[src/rtl/fetch_pkg.sv]
// Types and opcode constants shared by the fetch queue and its FIFO.
package fetch_pkg;

   localparam logic [6:0] OPC_JAL    = 7'h6f;
   localparam logic [6:0] OPC_JALR   = 7'h67;
   localparam logic [6:0] OPC_BRANCH = 7'h63;

   typedef struct packed {
      logic [31:0] pc;
      logic [31:0] insn;
      logic        is_ctrl;
   } fq_entry_t;

   // Entry layout used when predecode is compiled out, so no is_ctrl bit is stored.
   typedef struct packed {
      logic [31:0] pc;
      logic [31:0] insn;
   } fq_entry_np_t;

   function automatic logic is_ctrl_op(input logic [31:0] insn);
      return (insn[6:0] == OPC_JAL) || (insn[6:0] == OPC_JALR) || (insn[6:0] == OPC_BRANCH);
   endfunction

endpackage

[src/rtl/fq_fifo.sv]
// Power-of-two circular FIFO with synchronous flush; head data is read combinationally.
module fq_fifo
   import fetch_pkg::*;
#(
   parameter int unsigned DEPTH = 4,
   parameter type         T     = fq_entry_t
) (
   input  logic                         clk,
   input  logic                         reset,
   input  logic                         flush,
   input  logic                         push,
   input  T                             push_data,
   input  logic                         pop,
   output T                             head_data,
   output logic [$clog2(DEPTH+1)-1:0]   count
);

   localparam int unsigned PtrW = $clog2(DEPTH);
   localparam int unsigned CntW = $clog2(DEPTH + 1);

   T                mem_q [DEPTH];
   logic [PtrW-1:0] head_q, head_d;
   logic [PtrW-1:0] tail_q, tail_d;
   logic [CntW-1:0] count_q, count_d;

   always_comb begin
      head_d  = head_q;
      tail_d  = tail_q;
      count_d = count_q;
      if (flush) begin
         head_d  = '0;
         tail_d  = '0;
         count_d = '0;
      end else begin
         if (push) tail_d = tail_q + 1'b1;
         if (pop)  head_d = head_q + 1'b1;
         unique case ({push, pop})
            2'b10:   count_d = count_q + 1'b1;
            2'b01:   count_d = count_q - 1'b1;
            default: count_d = count_q;
         endcase
      end
   end

   always_ff @(posedge clk) begin
      if (reset) begin
         head_q  <= '0;
         tail_q  <= '0;
         count_q <= '0;
      end else begin
         head_q  <= head_d;
         tail_q  <= tail_d;
         count_q <= count_d;
      end
      if (!reset && !flush && push) mem_q[tail_q] <= push_data;
   end

   assign head_data = mem_q[head_q];
   assign count     = count_q;

`ifndef SYNTHESIS
   a_no_overflow: assert property (@(posedge clk) disable iff (reset)
      !(push && !pop && !flush && count_q == CntW'(DEPTH)))
      else $error("fq_fifo: push into full FIFO without pop");
`endif

endmodule

[src/rtl/fetch_queue.sv]
// Fetch-to-decode queue: issues imem reads, buffers {pc, insn}, credit-stalls fetch, flushes on mispred.
// Optional predecode of control-flow opcodes is enabled by defining FETCH_QUEUE_PREDECODE_EN.
module fetch_queue
   import fetch_pkg::*;
#(
   parameter int unsigned DEPTH = 4
) (
   input  logic        clk,
   input  logic        reset,
   input  logic [31:0] pc,
   input  logic        mispred,
   output logic        stall,
   output logic        imem_en,
   output logic [31:0] imem_addr,
   input  logic [31:0] imem_rdata,
   output logic        deq_valid,
   input  logic        deq_ready,
   output logic [31:0] deq_pc,
   output logic [31:0] deq_insn,
   output logic        deq_is_ctrl
);

   localparam int unsigned CntW = $clog2(DEPTH + 1);
   localparam int unsigned OccW = CntW + 1;

`ifdef FETCH_QUEUE_PREDECODE_EN
   typedef fq_entry_t entry_t;
`else
   typedef fq_entry_np_t entry_t;
`endif

   logic            inf_v_q, inf_v_d;
   logic [31:0]     inf_pc_q, inf_pc_d;
   logic            issue, push, pop;
   logic [CntW-1:0] count;
   logic [OccW-1:0] occ;
   entry_t          push_entry, head_entry;

   // Counting the in-flight read as occupied guarantees its push always has a free slot.
   assign occ       = {1'b0, count} + {{CntW{1'b0}}, inf_v_q};
   assign stall     = !mispred && (occ >= OccW'(DEPTH));
   assign issue     = !reset && !stall && !mispred;
   assign imem_en   = issue;
   assign imem_addr = pc;

   assign push      = inf_v_q && !mispred;
   assign deq_valid = (count != '0);
   assign pop       = deq_valid && deq_ready && !mispred;

   always_comb begin
      inf_v_d  = issue;
      inf_pc_d = issue ? pc : inf_pc_q;
   end

   always_ff @(posedge clk) begin
      if (reset) inf_v_q <= 1'b0;
      else       inf_v_q <= inf_v_d;
      inf_pc_q <= inf_pc_d;
   end

   always_comb begin
      push_entry      = '0;
      push_entry.pc   = inf_pc_q;
      push_entry.insn = imem_rdata;
`ifdef FETCH_QUEUE_PREDECODE_EN
      push_entry.is_ctrl = is_ctrl_op(imem_rdata);
`endif
   end

   fq_fifo #(
      .DEPTH (DEPTH),
      .T     (entry_t)
   ) u_fifo (
      .clk       (clk),
      .reset     (reset),
      .flush     (mispred),
      .push      (push),
      .push_data (push_entry),
      .pop       (pop),
      .head_data (head_entry),
      .count     (count)
   );

   assign deq_pc   = head_entry.pc;
   assign deq_insn = head_entry.insn;
`ifdef FETCH_QUEUE_PREDECODE_EN
   assign deq_is_ctrl = head_entry.is_ctrl;
`else
   assign deq_is_ctrl = 1'b0;
`endif

endmodule

[config.mk]
export PLATFORM = sky130hd
export DESIGN_NAME = fetch_queue
export DESIGN_NICKNAME = d
export VERILOG_FILES = /design/src/rtl/fetch_pkg.sv /design/src/rtl/fq_fifo.sv /design/src/rtl/fetch_queue.sv
export SDC_FILE = /design/constraint.sdc
export NUM_CORES = 1
export LEC_CHECK = 0
export CAP_MARGIN = 20
export CORE_ASPECT_RATIO = 0.8
export CORE_MARGIN = 2
export CORE_UTILIZATION = 40
export CTS_CLUSTER_DIAMETER = 50
export DETAILED_ROUTE_END_ITERATION = 8
export GPL_ROUTABILITY_DRIVEN = 0
export SYNTH_ARGS = -nofsm -noshare
export SYNTH_HDL_FRONTEND = slang
export SYNTH_SLANG_ARGS = --single-unit
[constraint.sdc]
create_clock -name clk -period 8 [get_ports clk]
set_clock_uncertainty 0.05 [all_clocks]
set_input_delay 0.8 -clock clk [delete_from_list [all_inputs] [get_ports clk]]
set_output_delay 0.8 -clock clk [all_outputs]
set_load 0.01 [all_outputs]
# After elaboration in Yosys (flattened, before gate mapping)
# Memories as Yosys holds them, arrays and structs flattened. A register that Yosys moved wholly into a read port is not among the register bits.
# Cells that the tools add are included.
dict set report totals {
  romBits 0
  regBits 40
  ram_bits 256
  latchBits 0
  input_bits 68
  output_inout_bits 100
  mem_count 1
}
dict set report classes {
  order_cmp 1
  multipliers 0
  mux 5
  n_shift 0
  n_addsub 5
  bitwise 0
  reduce_logical 14
  n_div 0
  n_eq_ne 2
}
# name depth word_bits rd rd_ports_with_merged_regs write_ports line_no
set memory_table {}
lappend memory_table {u_fifo.mem_q 4 64 1 1 1 fq_fifo.sv:21} ;# T mem_q [DEPTH];
# cell n
set ops {}
lappend ops {{logical AND 1 bit} 8}
lappend ops {{case mux 3 bit (2 select lines)} 1}
lappend ops {{adder 2 x 1 -> 2 bit (second input constant)} 2}
lappend ops {{adder 3 x 1 -> 4 bit} 1}
lappend ops {{greater-or-equal comparator 4 x 3 -> 1 bit (second input constant)} 1}
lappend ops {{2-to-1 mux 2 bit} 2}
lappend ops {{adder 3 x 1 -> 3 bit (second input constant)} 1}
lappend ops {{logical NOT 1 bit} 3}
lappend ops {{nonzero test 3 bit} 1}
lappend ops {{subtractor 3 x 1 -> 3 bit (second input constant)} 1}
lappend ops {{== test 2 x 1 -> 1 bit (second input constant)} 1}
lappend ops {{== test 2 bit (second input constant)} 1}
lappend ops {{2-to-1 mux 1 bit} 2}
lappend ops {{nonzero test 2 bit} 1}
lappend ops {{OR reduction 2 bit} 1}

# Depth between registers and ports, before layout
# Gate-level depths: netlist (run 1).
dict set report logic_depth {
  ltp_word 6
  ltp_mapped 8
  ltp_nobuf 8
}

# Cells and area by module
# From an unflattened synthesis (run 1), not the netlist that was laid out.
dict set report unflattened {
  cells_unflattened 451
  hier_area_um2 11016.8
}
# mod n_inst area_each_um2 seq_area_each_um2 cells_per_inst
set by_module_without_submodules {}
lappend by_module_without_submodules {fq_fifo 1 9733.1 7867.5 377}
lappend by_module_without_submodules {fetch_queue 1 1283.7 980.9 74}

# Least setup slack after synthesis (run 1)
# No wires, ideal clock.
dict set report synth_path {
  kind {input -> register}
  start {input mispred}
  end {memory u_fifo.mem_q[0][0] in the netlist's numbering, enable pin}
  t_required_ns 7.521
  setup_time_ns 0.429
  path_slack_ns 4.950
  t_arrival_ns 2.571
  path_stages 2
  path_cell_list {nor2_1 and3_1}
}
dict set report synth_via {
  elab_chain_len 5
}
# element line_no
set synth_lines {}
lappend synth_lines {{from (decl)} fetch_queue.sv:11} ;# input logic mispred,
lappend synth_lines {{logical NOT 1 bit (*)} {fq_fifo.sv:55, fetch_queue.sv:46}}
lappend synth_lines {{logical AND 1 bit, on equally long branches} {fq_fifo.sv:55, fetch_queue.sv:46}}
lappend synth_lines {{logical AND 1 bit (*)} fq_fifo.sv:55} ;# if (!reset && !flush && push) mem_q[tail_q] <= push_data;
lappend synth_lines {{2-to-1 mux 1 bit (*)} fq_fifo.sv:55}
lappend synth_lines {{2-to-1 mux 1 bit (implied by the code) (*)} fq_fifo.sv:55}
lappend synth_lines {{to (decl)} fq_fifo.sv:21}
# Every way passes the cells marked *; elsewhere a longest branch is shown, timed or not.

==> flow_summary.json, run 1 <==
{
  "core_um2": 27200,
  "place_hpwl_mm": 10.9,
  "rows": 54,
  "slew_headroom": 0.264,
  "grt_util_met2": 0.222,
  "powerDensity_nw_per_um2": 235,
  "maxCapViolCount": 0,
  "numCtsBuffers": 30,
  "finalSetupTns_ns": 0,
  "finalHoldViolCount": 0,
  "yosysSeqAreaShare": 0.802,
  "async_flop_share": 0,
  "drt_drc_violations_left": 0,
  "fin_util": 0.508,
  "cts_setup_buffers": 0,
  "drive_gt1_frac": 0.185,
  "final_nets": 682,
  "path_class": "reg2out",
  "syn_to_final_growth_pct": 25.2,
  "post_drt_via_cell_ratio": 4.98,
  "p_switching_w": 0.000619,
  "detail-route-antenna-nets": 0,
  "setup_violations": 0,
  "grt_max_degree": 65,
  "synth.avg_cell_area_um2": 24.2,
  "grt_pass1_wl_mm": 30.8,
  "synth_area_leaders": "edfxtp_1 (78%), mux4_2 (12%), buf_4 (2.2%), dfxtp_1 (1.8%), buf_12 (1.1%)",
  "fin_crit_ns": 3.82,
  "cts.sinks": 298,
  "yosysWarnings": 0,
  "syn_inst": 456,
  "worst-slew-pin-transition_ns": 1.10,
  "synth-main-ff-cell": "edfxtp_1",
  "clk-insertion-delay-late_ns": 0.55,
  "ir_drop_uv": 193,
  "ys_types": 28,
  "dieArea_um2": 28900,
  "diodes": 0,
  "overflow": 0,
  "min_path_type": "reg2reg",
  "status": "complete, no violations",
  "seqPwrFrac": 0.534,
  "end_kind": "output pin",
  "die_x_um": 190,
  "synthDominantCellAreaShare": 0.784,
  "vias": 4957,
  "gr-usage-met3": 0.0299,
  "dr.pass1.iters": 4,
  "fillers": 2206,
  "swShare": 0.191,
  "post-route-period-util": 0.477,
  "start_util": 0.406,
  "cp_max_fo": 28,
  "critPathRequiredTime_ns": 7.15,
  "clk_pin_slew_ns": 0.07,
  "grt_setup_unrepaired": "false",
  "multiInputGateArea_um2": 1760,
  "rrSetupSlack_ns": 5.89,
  "top_usage_layer": "met2",
  "cts.repair.resized": 0,
  "cp.arrival_ns": 2.97,
  "cts-root-buf": "clkbuf_16",
  "grt_usage": 0.138,
  "clockBufferDepth": 3,
  "synth_seq_cells": 298,
  "io_buffer_count": 166,
  "antenna_found_initial": 0,
  "clkPwrFrac": 0.433,
  "drt_wl_total_mm": 19.8,
  "met1_usage": 0.193,
  "power_w": 0.00324,
  "fmax_ghz": 0.262,
  "grt_pass1_vias": 5360,
  "die_h_um": 153,
  "seq_area_um2": 8860,
  "pin_count": 168,
  "synth_top_cell_by_area": "edfxtp_1",
  "routedWlPerCell_um": 19.9,
  "slew_violations": 0,
  "drt_iter0_drc": 254,
  "cts_tree": "done",
  "synth_edf_count": 288,
  "htree_num_levels": 1,
  "p_leak_nw": 4.29,
  "cts_hold_buffers": 0,
  "internal_power_w": 0.00263,
  "synth.cell_area_um2": 11000,
  "power_frac_comb": 0.033,
  "syn-num-nets": 530,
  "startpoint_type": "flop"
}
## registers in the layout (all words and copies together), names as in the netlist, named ones only
signal	flops
u_fifo.mem_q	256
u_fifo.tail_q	2
inf_pc_q	32
inf_v_q	1
u_fifo.head_q	2
u_fifo.count	3
## Yosys cell counts (all sizes together), types with 2 or more instances
cell type	n
dfxtp	10
clkbuf	3
nor2	11
and2	2
or3	2
inv	5
xor2	4
edfxtp	288
and3	4
ha	5
buf	46
a21oi	2
mux4	64
## final cells by class
cell class | instances | share of cell area
clock buffer | 36 | 0.0576
clock inverter | 20 | 0.0156
inverter | 5 | 0.00136
multi-input combinational | 104 | 0.127
sequential | 298 | 0.642
tap | 364 | 0.0330
timing repair buffer | 169 | 0.123
## layout by cell type, fill, tap and decap left out, types with 2 or more instances in the layout
| cell type | Yosys | layout |
|---|---|---|
| mux4_1 | 4 | 4 |
| buf_4 | 33 | 2 |
| clkbuf_16 | 0 | 31 |
| bufinv_16 | 0 | 4 |
| inv_1 | 5 | 5 |
| clkinv_4 | 0 | 2 |
| edfxtp_1 | 288 | 288 |
| dfxtp_4 | 0 | 2 |
| clkinvlp_4 | 0 | 4 |
| nor2_1 | 11 | 11 |
| or3_1 | 2 | 2 |
| clkbuf_1 | 2 | 5 |
| clkinv_2 | 0 | 4 |
| xor2_1 | 4 | 4 |
| a21oi_1 | 2 | 2 |
| dfxtp_1 | 10 | 8 |
| clkdlybuf4s50_1 | 0 | 166 |
| ha_1 | 5 | 5 |
| clkinv_1 | 0 | 5 |
| mux4_2 | 60 | 60 |
| and3_4 | 0 | 4 |
## worst max-delay path: stages, from the launching register on
cell and delay (ns):
dfxtp_4 0.51, buf_4 0.50, buf_16 0.30, mux4_2 0.56
clkdlybuf4s50_1 0.51
## worst paths after layout
path | to | from | cells past startpoint
max | deq_insn[22] | flop | 4
min reg2reg | u_fifo.mem_q[1][51]$_DFFE_PP_ | inf_pc_q[19]$_DFFE_PP_ | 0
max reg2reg | u_fifo.count[2]$_SDFFE_PP0P_ | u_fifo.count[0]$_SDFFE_PP0P_ | 8
min | u_fifo.mem_q[1][51]$_DFFE_PP_ | inf_pc_q[19]$_DFFE_PP_ | 0
## metrics by stage
stage          cell area (um^2)  worst slack (ns)  hold slack (ns)  cells
3_5_place_dp              12800              4.27            0.433    939
4_1_cts                   13800              3.81            0.443    995
6_report                  13800              4.18            0.437    996
3_3_place_gp              12800              4.28            0.414    939
2_1_floorplan             11000              4.95            0.409    456
5_1_grt                   13800              3.96            0.446    996
## power groups by stage
stage          Clock, W  Combinational, W  Sequential (W)
2_1_floorplan         0         0.0000413         0.00176
4_1_cts         0.00144          0.000110         0.00173
3_3_place_gp          0          0.000107         0.00176
5_1_grt         0.00150          0.000115         0.00173
6_report        0.00140          0.000108         0.00173
3_5_place_dp          0          0.000109         0.00177
## routing by layer
| metal | vias up | wire length [um] |
|---|---|---|
| met1 | 2584 | 8800 |
| li1 | 2165 | - |
| met2 | 169 | 9290 |
| met3 | 39 | 1250 |
| met4 | 0 | 503 |
| met5 | - | 0 |
## logic make-up (layout without fill, tap and decap cells)
kind of cell | Yosys count | count (layout) | synth area share
and+or+nand+nor | 21 | 21 | 0.00942
muxes | 65 | 65 | 0.133
DFF | 298 | 298 | 0.802
adders and majority gates | 6 | 6 | 0.00749
buffers and inverters | 54 | 230 | 0.0399
xor gates and xnor gates | 5 | 5 | 0.00397
AOI/OAI and AO/OA | 6 | 6 | 0.00340
other | 1 | 1 | 0.000340
Note: power is estimated with default switching activity, not from simulation.
==> run 2, diff against run 1 <==
==> constraint.sdc (replaced) <==
create_clock -name clk -period 3.85 [get_ports clk]
set_clock_uncertainty 0.05 [all_clocks]
set_input_delay 0.385 -clock clk [delete_from_list [all_inputs] [get_ports clk]]
set_output_delay 0.385 -clock clk [all_outputs]
set_load 0.01 [all_outputs]
==> run 2 against run 1 <==
  * Critical path depth fell by 1
  * Critical path type unchanged
  * Via count shrank 0.67%
  * Final cell count unchanged
  * Clock power grew 99%
  * Power is 100% higher
  * Worst setup slack lost 3.4 ns
  * Core utilization fell by 0.17 points
  * Global-route usage decreased by 0.10 points
  * Register-to-register slack worse by 4.1 ns
  * Sequential share of layout area increased by 0.21 points
  * Die area did not move
==> flow_summary.json, run 2 (same netlist as run 1, synthesis figures left out) <==
{
  "power_frac_comb": 0.034,
  "clkPwrFrac": 0.422,
  "clk-insertion-delay-late_ns": 0.54,
  "setup_violations": 0,
  "detail-route-antenna-nets": 0,
  "diodes": 0,
  "rrSetupSlack_ns": 1.74,
  "fmax_ghz": 0.326,
  "worstReg2RegEnd": "u_fifo.count[2]$_SDFFE_PP0P_",
  "drt_drc_violations_left": 0,
  "top_register": "u_fifo.mem_q",
  "r2r_start": "u_fifo.count[0]$_SDFFE_PP0P_",
  "path_class": "reg2out",
  "antenna_found_initial": 0,
  "grt_setup_unrepaired": "false",
  "numCtsBuffers": 30,
  "grt_max_degree": 65,
  "cts_hold_buffers": 0,
  "grt_pass1_wl_mm": 30.3,
  "finalSetupTns_ns": 0,
  "dieArea_um2": 28900,
  "crit_path_end": "deq_insn[8]",
  "die_h_um": 153,
  "cts_tree": "done",
  "htree_num_levels": 1,
  "slew_headroom": 0.314,
  "maxCapViolCount": 0,
  "whs_path_depth": 1,
  "critPathRequiredTime_ns": 3.41,
  "slew_violations": 0,
  "start_util": 0.406,
  "clockBufferDepth": 3,
  "worst-slew-pin-transition_ns": 1.03,
  "min_path_type": "in2reg",
  "instances_no_fill": 996,
  "fin_hold_ws_ns": 0.379,
  "status": "complete, no violations",
  "rows": 54,
  "final_nets": 682,
  "cp_max_fo": 21,
  "seqPwrFrac": 0.545,
  "overflow": 0,
  "p_leak_nw": 4.28,
  "vias": 4924,
  "cts_setup_buffers": 0,
  "routedWlPerCell_um": 20.0,
  "final_cell_mix": "edfxtp_1 (288), clkdlybuf4s50_1 (166), mux4_2 (60), clkbuf_16 (31), nor2_1 (11)",
  "largest_reg_flops": 256,
  "cts-root-buf": "clkbuf_16",
  "place_hpwl_mm": 11.6,
  "core_um2": 27200,
  "clk_pin_slew_ns": 0.06,
  "cts.repair.resized": 0,
  "post_drt_via_cell_ratio": 4.94,
  "internal_power_w": 0.00535,
  "pin_count": 168,
  "dr.pass1.iters": 4,
  "r2r_cells": 8,
  "powerDensity_nw_per_um2": 481,
  "post-route-period-util": 0.797,
  "p_switching_w": 0.00126,
  "startpoint_type": "flop",
  "syn_to_final_growth_pct": 24.8,
  "grt_usage": 0.137,
  "fin_crit_ns": 3.07,
  "io_buffer_count": 166,
  "drive_gt1_frac": 0.185,
  "placedCellCount": 940,
  "die_x_um": 190,
  "swShare": 0.191,
  "cts.sinks": 298,
  "cp.arrival_ns": 2.63,
  "drt_iter0_drc": 387,
  "end_kind": "output pin",
  "ir_drop_uv": 339,
  "finalHoldViolCount": 0,
  "grt_pass1_vias": 5228,
  "drt_wl_total_mm": 19.9,
  "final_common_cell": "edfxtp_1"
}
[run 2: changes by cell type in the layout (fill, tap and decap cells not counted), sizes merged]
cell,change
clkinvlp,-1
bufinv,-3
inv,-1
clkinv,-2
clkbuf,+7
[run 2: per-stage QoR]
stage | cell area (um^2) | worst slack [ns] | utilization | total power (W)
floorplan | 11000 | 1.22 | - | 0.00375
global placement | 12800 | 1.33 | 0.471 | 0.00389
detailed placement | 12800 | 1.25 | 0.471 | 0.00390
CTS | 13800 | 0.690 | 0.507 | 0.00669
global route | 13800 | 0.600 | 0.507 | 0.00684
finish | 13800 | 0.783 | 0.507 | 0.00662
[run 2: how the worst min path moves through the flow]
stage,startpoint,to
floorplan,inf_pc_q[0]$_DFFE_PP_,u_fifo.mem_q[0][32]$_DFFE_PP_
global placement,inf_pc_q[12]$_DFFE_PP_,u_fifo.mem_q[2][44]$_DFFE_PP_
detailed placement,inf_pc_q[1]$_DFFE_PP_,u_fifo.mem_q[2][33]$_DFFE_PP_
CTS,pc[19],inf_pc_q[19]$_DFFE_PP_
global route,pc[17],inf_pc_q[17]$_DFFE_PP_
finish,pc[30],inf_pc_q[30]$_DFFE_PP_
[run 2: critical path, stage by stage (launching register included)]
cell and delay [ns]:
dfxtp_4 0.56, buf_4 0.45, mux4_2 0.57, clkdlybuf4s50_1 0.50
[run 2: power groups by stage]
stage	combinational [W]	clock [W]	sequential, W
finish	0.000224	0.00279	0.00360
global route	0.000239	0.00300	0.00360
CTS	0.000228	0.00286	0.00360
detailed placement	0.000226	0	0.00367
global placement	0.000220	0	0.00367
floorplan	0.0000857	0	0.00366
[run 2: cell type report]
type	instances	area [um^2]
clock buffer	43	871
clock inverter	13	101
fill	2198	13400
inverter	5	18.8
multi-input combinational	104	1760
sequential	298	8860
tap	364	455
timing repair buffer	169	1700
[run 2: layer usage]
layer,share of wire,vias up,GRT usage,wire length [um]
met3,0.069,28,0.0306,1370
met1,0.43,2528,0.187,8590
met2,0.48,202,0.226,9640
met5,0,-,0,0
met4,0.016,0,0.0299,321
li1,-,2166,-,-
